`src/rtl/fifo_wr_arbiter.sv`:
```
// ---------------------------------------------------------------------------
// fifo_wr_arbiter
//
// Round-robin arbiter that shares the single write port of the synchronous
// FIFO between NUM_REQ producers. Each producer raises req[i] (holding
// wdata slice i stable) until it sees gnt[i]; the word transfers on the
// clock edge where req[i] & gnt[i]. A producer that also holds lock[i]
// keeps the port for a burst until it drops req or lock.
//
// The FIFO write interface is registered: a word granted at edge t is
// presented on fifo_data_in / fifo_wr_en during the following cycle and
// written by the FIFO at edge t+1. Grants are withheld whenever the FIFO
// could overflow, counting the write already in flight.
//
// Parameters
//   NUM_REQ     number of requesters (2..8)
//   FIFO_WIDTH  data width, matches the FIFO
//   IDX_W       width of the owner index
//
// Ports
//   clk, rst_n                clock, asynchronous active-low reset
//   req, lock, wdata          producer side (wdata slice i = requester i)
//   gnt                       one-hot combinational grant
//   fifo_data_in, fifo_wr_en  registered FIFO write port
//   fifo_full, fifo_almostfull, fifo_wr_ack, fifo_overflow
//                             FIFO status / responses
//   owner                     last granted requester
//   burst                     high while a locked burst holds the port
//   err_overflow, err_noack   sticky error flags, cleared by reset only
//   gnt_cnt                   per-requester 16-bit grant counters
//
// Optional build macro
//   FIFO_ARB_STATS_EN  when defined, gnt_cnt holds saturating grant
//                      counters; otherwise gnt_cnt is tied to zero.
// ---------------------------------------------------------------------------
module fifo_wr_arbiter #(
    parameter int NUM_REQ    = 4,
    parameter int FIFO_WIDTH = 16,
    parameter int IDX_W      = $clog2(NUM_REQ)
) (
    input  logic                          clk,
    input  logic                          rst_n,
    input  logic [NUM_REQ-1:0]            req,
    input  logic [NUM_REQ-1:0]            lock,
    input  logic [NUM_REQ*FIFO_WIDTH-1:0] wdata,
    output logic [NUM_REQ-1:0]            gnt,
    output logic [FIFO_WIDTH-1:0]         fifo_data_in,
    output logic                          fifo_wr_en,
    input  logic                          fifo_full,
    input  logic                          fifo_almostfull,
    input  logic                          fifo_wr_ack,
    input  logic                          fifo_overflow,
    output logic [IDX_W-1:0]              owner,
    output logic                          burst,
    output logic                          err_overflow,
    output logic                          err_noack,
    output logic [NUM_REQ*16-1:0]         gnt_cnt
);

    typedef enum logic {
        ARB   = 1'b0,
        BURST = 1'b1
    } state_t;

    state_t           state_q, state_d;
    logic [IDX_W-1:0] rr_ptr, rr_ptr_d;
    logic [IDX_W-1:0] gnt_idx;
    logic             found;
    logic             space_ok;
    logic             gnt_valid;
    logic             ack_pend;

    // Next index in round-robin order; NUM_REQ need not be a power of two.
    function automatic logic [IDX_W-1:0] wrap_inc(input logic [IDX_W-1:0] i);
        if (int'(i) == NUM_REQ - 1) begin
            return '0;
        end
        return i + 1'b1;
    endfunction

    // -----------------------------------------------------------------------
    // Grant selection
    // -----------------------------------------------------------------------
    always_comb begin
        // NOTE: every variable written here gets a default first, so no path
        // leaves one unassigned and no latch is inferred.
        found     = 1'b0;
        gnt_idx   = '0;
        gnt_valid = 1'b0;
        gnt       = '0;

        // A write still in flight will take the last slot when almostfull,
        // so it must be counted. FIFO reads are ignored: being conservative
        // can only cost a cycle, never an overflow.
        space_ok = !fifo_full && !(fifo_almostfull && fifo_wr_en);

        if (state_q == ARB) begin
            // First requester at or above rr_ptr, wrapping around.
            for (int k = 0; k < NUM_REQ; k++) begin
                if (!found && req[(int'(rr_ptr) + k) % NUM_REQ]) begin
                    found   = 1'b1;
                    gnt_idx = IDX_W'((int'(rr_ptr) + k) % NUM_REQ);
                end
            end
        end else begin
            // Inside a burst only the owner may transfer.
            found   = req[owner];
            gnt_idx = owner;
        end

        // gnt feeds producers combinationally, so it is held off during
        // reset rather than waiting for the first clock.
        gnt_valid = found && space_ok && rst_n;
        if (gnt_valid) begin
            gnt = NUM_REQ'(1) << gnt_idx;
        end
    end

    // -----------------------------------------------------------------------
    // Next-state logic
    // -----------------------------------------------------------------------
    always_comb begin
        state_d  = state_q;
        rr_ptr_d = rr_ptr;
        case (state_q)
            ARB: begin
                if (gnt_valid) begin
                    rr_ptr_d = wrap_inc(gnt_idx);
                    if (lock[gnt_idx]) begin
                        state_d = BURST;
                    end
                end
            end
            BURST: begin
                // Throttling alone keeps the burst; the owner ends it by
                // dropping req or lock. A beat granted with lock low is last.
                if (!req[owner] || !lock[owner]) begin
                    state_d  = ARB;
                    rr_ptr_d = wrap_inc(owner);
                end
            end
            default: state_d = ARB;
        endcase
    end

    // -----------------------------------------------------------------------
    // State, FIFO write port and error flags
    // -----------------------------------------------------------------------
    // NOTE: sequential state uses non-blocking assignments so every flop
    // samples pre-edge values regardless of statement order.
    always_ff @(posedge clk or negedge rst_n) begin
        if (!rst_n) begin
            state_q      <= ARB;
            rr_ptr       <= '0;
            owner        <= '0;
            fifo_wr_en   <= 1'b0;
            fifo_data_in <= '0;
            ack_pend     <= 1'b0;
            err_noack    <= 1'b0;
            err_overflow <= 1'b0;
        end else begin
            state_q    <= state_d;
            rr_ptr     <= rr_ptr_d;
            fifo_wr_en <= gnt_valid;
            if (gnt_valid) begin
                fifo_data_in <= wdata[int'(gnt_idx) * FIFO_WIDTH +: FIFO_WIDTH];
                owner        <= gnt_idx;
            end

            // The FIFO answers a write one cycle after wr_en was presented.
            ack_pend <= fifo_wr_en;
            if (ack_pend && !fifo_wr_ack) begin
                err_noack <= 1'b1;
            end
            if (fifo_overflow) begin
                err_overflow <= 1'b1;
            end
        end
    end

    assign burst = (state_q == BURST);

    // -----------------------------------------------------------------------
    // Optional grant statistics
    // -----------------------------------------------------------------------
`ifdef FIFO_ARB_STATS_EN
    for (genvar g = 0; g < NUM_REQ; g++) begin : g_stats
        logic [15:0] cnt_q;

        always_ff @(posedge clk or negedge rst_n) begin
            if (!rst_n) begin
                cnt_q <= '0;
            end else if (req[g] && gnt[g] && (cnt_q != 16'hFFFF)) begin
                cnt_q <= cnt_q + 16'd1;
            end
        end

        assign gnt_cnt[g*16 +: 16] = cnt_q;
    end
`else
    assign gnt_cnt = '0;
`endif

endmodule

```
`config.mk`:
```
export PLATFORM = sky130hd
export DESIGN_NAME = fifo_wr_arbiter
export DESIGN_NICKNAME = d
export VERILOG_FILES = /design/src/rtl/fifo_wr_arbiter.sv
export SDC_FILE = /design/constraint.sdc
export NUM_CORES = 1
export LEC_CHECK = 0
export BUFFER_PORTS_ARGS = -buffer_cell sky130_fd_sc_hd__buf_2
export CAP_MARGIN = 40
export CELL_PAD_IN_SITES_DETAIL_PLACEMENT = 0
export CELL_PAD_IN_SITES_GLOBAL_PLACEMENT = 2
export CORE_MARGIN = 10
export CORE_UTILIZATION = 21
export CTS_CLUSTER_DIAMETER = 30
export DETAILED_ROUTE_END_ITERATION = 7
export GPL_ROUTABILITY_DRIVEN = 0
export PLACE_DENSITY_LB_ADDON = 0.08
export SLEW_MARGIN = 20
export SYNTH_ARGS = -nofsm -noshare
export SYNTH_HDL_FRONTEND = slang
export SYNTH_SLANG_ARGS = --single-unit
```
`constraint.sdc`:
```
create_clock -name clk -period 3.1 [get_ports clk]
set_input_delay 0.465 -clock clk [delete_from_list [all_inputs] [get_ports clk]]
set_output_delay 0.465 -clock clk [all_outputs]
set_load 0.02 [all_outputs]
```
==> After elaboration in Yosys (flattened, before gate mapping) <==
Index checks and enable logic that the tools add are counted.
{ "totals": {"ff_bits": 25, "inputBits": 78, "elab_cells": 98} }
{ "op_classes": {"add_sub_neg": 5, "order_cmp": 6, "eq_ne": 4, "shift": 2, "n_mux": 48, "n_bitwise": 4, "n_reduce_logical": 21} }
{ "ops": {"columns": ["operator", "count"], "rows": [
  ["64-bit by 7-bit indexed part select with 16-bit output", 1],
  ["1-bit two-way mux", 27],
  ["2-bit two-way mux", 11],
  ["1-bit binary-select mux with 2-bit select", 7],
  ["3-bit by 4-bit less-than comparator with 1-bit output, second input constant", 3],
  ["2-bit by 3-bit less-than comparator with 1-bit output, second input constant", 3],
  ["1-bit logical AND", 8],
  ["1-bit zero test", 8],
  ["2-bit by 1-bit adder with 2-bit output, second input constant", 3],
  ["2-bit OR reduction", 3],
  ["2-bit adder, second input constant", 2],
  ["2-bit by 1-bit == test with 1-bit output, second input constant", 2],
  ["4-bit two-way mux", 1],
  ["2-bit case mux with 2 select lines", 1],
  ["1-bit by 2-bit << shifter with 4-bit output, first input constant", 1],
  ["1-bit AND, first input constant", 3],
  ["2-bit by 1-bit inequality test with 1-bit output, second input constant", 1],
  ["2-bit inequality test, second input constant", 1],
  ["1-bit case mux with 2 select lines", 1],
  ["2-bit AND reduction", 1],
  ["1-bit logical OR", 1],
  ["1-bit NOT", 1]
]} }

==> Logic depth before layout (Yosys ltp) <==
{ "logic_depth": {"word_depth": 24, "ltp_mapped": 10, "depth_no_buf": 8} }

==> Least setup slack after synthesis <==
Ideal clock, no wire load.
{ "synth_timing": {"path_kind": "input to output", "from": "input port req[1]", "to": "output port gnt[1]", "arrival_time_ps": 2018, "slack_ps": 617, "stages": 9, "n_path_buf": 2, "cell_sequence": "or4bb_1 > a21oi_1 > a211oi_1 > nand2b_1 > buf_6 > buf_6 > inv_1 > ha_1 > and2_1"} }
{ "synth_lines": {"columns": ["item", "line_no", "text"], "rows": [
  ["start, declared", "43", "input logic [NUM_REQ-1:0] req,"],
  ["1-bit binary-select mux with 2-bit select", "100", "if (!found && req[(int'(rr_ptr) + k) % NUM_REQ]) begin"],
  ["1-bit two-way mux (implied by the code)", "100", null],
  ["1-bit two-way mux", "100", null],
  ["1-bit two-way mux", "97", "if (state_q == ARB) begin"],
  ["1-bit zero test", "100", null],
  ["1-bit logical AND", "100", null],
  ["1-bit two-way mux", "100", null],
  ["1-bit two-way mux", "97", null],
  ["(+3 left out)", null, null],
  ["1-bit two-way mux", "97", null],
  ["1-bit zero test", "100", null],
  ["1-bit logical AND", "100", null],
  ["2-bit two-way mux (*)", "100", null],
  ["2-bit two-way mux (*)", "97", null],
  ["named net gnt_idx[1]", "67", "logic [IDX_W-1:0] gnt_idx;"],
  ["1-bit by 2-bit << shifter with 4-bit output (*)", "115", "gnt = NUM_REQ'(1) << gnt_idx;"],
  ["4-bit two-way mux (*)", "114", "if (gnt_valid) begin"],
  ["end, declared", "46", "output logic [NUM_REQ-1:0] gnt,"]
]} }
The timed path passes the listed nets; every way through them passes the cells marked *. The select of a mux whose other input is x is not followed.

==> Final worst setup path <==
{ "layout_timing": {"from": "register rr_ptr[1]", "to": "output port gnt[1]"} }
{ "layout_between": {"elab_chain_len": 19} }
{ "layout_lines": {"columns": ["item", "line_no", "text"], "rows": [
  ["start, declared", "66", "logic [IDX_W-1:0] rr_ptr, rr_ptr_d;"],
  ["start signal, assigned", "163", "rr_ptr <= rr_ptr_d;"],
  ["parallel branches: the longest is 18 deep, another holds 2-bit by 1-bit adder with 2-bit output", null, null],
  ["4-bit two-way mux (*)", "114", null]
]} }
Every way passes the cells marked *. The select of a mux whose other input is x is not followed.

==> flow_summary.ini <==
[power]
p_sw_share_pct = 48.4
combPwrFrac_pct = 62.2
irDropWorstVdd_v = 0.000166
clock_power_share_pct = 9.8
power-per-cell-area_nw_per_um2 = 780
p_leak_uw = 0.00143
seqPwrFrac_pct = 28.0
p_sw_uw = 996
internal-power_uw = 1060

[finish]
nets = 418
drive_above_1_share_pct = 37.0
nFillCells = 1149
final_cell_mix = buf_2, conb_1, mux2i_1
diodes = 0
syn2layout_area_growth_pct = 22.1
final_common_cell = buf_2

[global_routing]
grt_pass1_wl_mm = 11.3
antenna_found_initial = 0
first_global_vias = 2123
overflow = 0
track_usage_pct = 9.55
grt_max_degree = 26

[setup_path]
start_kind = flop
worstPathCellList = or4bb_1, a21oi_1, a211oi_1, nand2b_2, inv_1, ha_1, and2_1, buf_2
reg2reg_slack_ns = 0.79
required_ns = 2.63
path_class = reg -> out
crit_fanout = 9
critical-path-max-stage-delay_ns = 0.53
cp_slowest_cell = or4bb_1
cp_num_buf_inv = 2
end_kind = output port
path_delay_family = simple AND/OR/NAND/NOR gates
arrival_ns = 2.26

[timing]
rsz0062_at_grt = no
min_period_over_period_pct = 87.8
holdWs_ns = 0.199
max_freq_ghz = 0.367
skew_ns = 0.00392
worst_pin_slew_ns = 0.519
report.final.slew_viol_count = 0
period_needed_ns = 2.72
fin_setup_tns_ns = 0
setup_violations = 0
finalHoldViolCount = 0
relSlewSlack_pct = 65.3

[clock_network]
hold_buffers = 0
clockBufferDepth = 2
cts_root_buffer = clkbuf_8
clk_pin_slew_worst_paths_ns = 0.10
clock-sinks = 25
clk_latency_ns = 0.27
post_cts_resized = 0
tritoncts = built
h-tree-depth = 1
cts_setup_buffers = 0
numCtsBuffers = 3

[place]
hpwl_mm = 6.23
portBuffers = 103

[logic_synthesis]
synth_cell_types = 33
synth_seq_cells = 25
ys_warn_count = 0
synth_cells = 231
ys.flop_type = dfrtp_1
syn_area_um2 = 2160
seq_area_frac_synth_pct = 29.0
synth_edf_count = 0
async_reset_ff_share_pct = 100
syn_avg_cell_area_um2 = 9.35

[die]
die_w_um = 121
dieArea_um2 = 14700
core-area_um2 = 9910
die_height_um = 121
rows = 36
io_pins = 168
start_util_pct = 21.8

[worst_hold_path]
hold_class = in -> async

[status]
outcome = complete, no violations

[route]
drtIter0Drc = 54
via_per_inst = 3.91
dr.pass1.iters = 4
wl_per_cell_um = 16.1
drc = 0
vias = 1829
drt_wl_total_mm = 7.54
drtAntennaViolNets = 0

[flow_run]
drv_cap = 0
layout make-up:
class / count / area, um2 / share of cell area (%)
Multi-Input combinational cell: 188 / 1200 / 45.6
Sequential cell: 25 / 626 / 23.7
Timing Repair Buffer: 110 / 568 / 21.5
Tap cell: 133 / 166 / 6.31
Clock buffer: 3 / 41.3 / 1.56
Inverter: 8 / 30.0 / 1.14
Clock inverter: 1 / 5.00 / 0.190
power groups by stage:
stage	Sequential, uW	Combinational, uW	Clock [uW]
6_report	577	1280	202
3_3_place_gp	589	1330	0
3_5_place_dp	584	1320	0
2_1_floorplan	697	875	0
5_1_grt	600	1430	227
4_1_cts	581	1320	215
per-stage QoR:
step / util (%) / setup WS, ns / instance area (um2) / total power [uW] / instances
final: 26.6 / 0.377 / 2640 / 2060 / 468
after global routing: 26.6 / 0.222 / 2640 / 2260 / 468
after CTS: 26.6 / 0.356 / 2640 / 2110 / 468
after floorplan: - / 0.617 / 2400 / 1570 / 294
after global placement: 26.2 / 0.508 / 2590 / 1920 / 464
after detailed placement: 26.2 / 0.516 / 2590 / 1900 / 464
metal layers:
layer / vias up / global-route usage [%] / part of all wire [%]
li1: 884 / - / -
met1: 855 / 11.1 / 41
met2: 88 / 15.8 / 49
met3: 2 / 4.33 / 9.9
met4: 0 / 1.79 / 0.31
met5: - / 0 / 0
worst reg2reg max path, cell delays in order, from the launching register on:
cell	delay (ns)
dfrtp_1	0.48
nand3b_1	0.19
a21o_1	0.19
a211oi_1	0.32
nand2b_2	0.24
buf_4	0.32
a211oi_1	0.14
o41ai_1	0.32
kinds of logic after synthesis:
group | count (synthesis) | share of synthesized area [%]
and+or+nand+nor | 49 | 10.9
xor gates and xnor gates | 1 | 0.405
buffers and inverters | 81 | 26.6
DFF | 25 | 29.0
adders and majority gates | 4 | 2.32
AOI/OAI and AO/OA | 35 | 13.1
muxes | 35 | 17.4
other | 1 | 0.174
cells in the mapped netlist, drive strengths merged (3+ instances only):
cell type,instances,share of area (%)
a211oi,3,1.0
a21o,3,1.0
a21oi,4,0.93
and2,4,1.2
buf,69,25
clkbuf,4,0.69
dfrtp,25,29
ha,4,2.3
inv,8,1.4
mux2i,32,15
nand2,29,5.0
nor2,5,0.87
o21ai,3,0.69
o221ai,17,6.9
registers in the layout, indices dropped and copies added (netlist names):
signal	flops
fifo_data_in	16
owner	2
err_overflow	1
burst	1
ack_pend	1
rr_ptr	2
fifo_wr_en	1
err_noack	1
final timing paths:
check                              startpoint              end  depth (start not counted)
worst min-delay path                    rst_n         ack_pend                          2
min in group clk                fifo_overflow     err_overflow                          2
worst max register to register      rr_ptr[1]            burst                          7
worst max-delay path                rr_ptr[1]           gnt[1]                          8
max in group asynchronous               rst_n  fifo_data_in[3]                          2
worst min register to register       ack_pend        err_noack                          1
(Power assumes the default switching activity.)
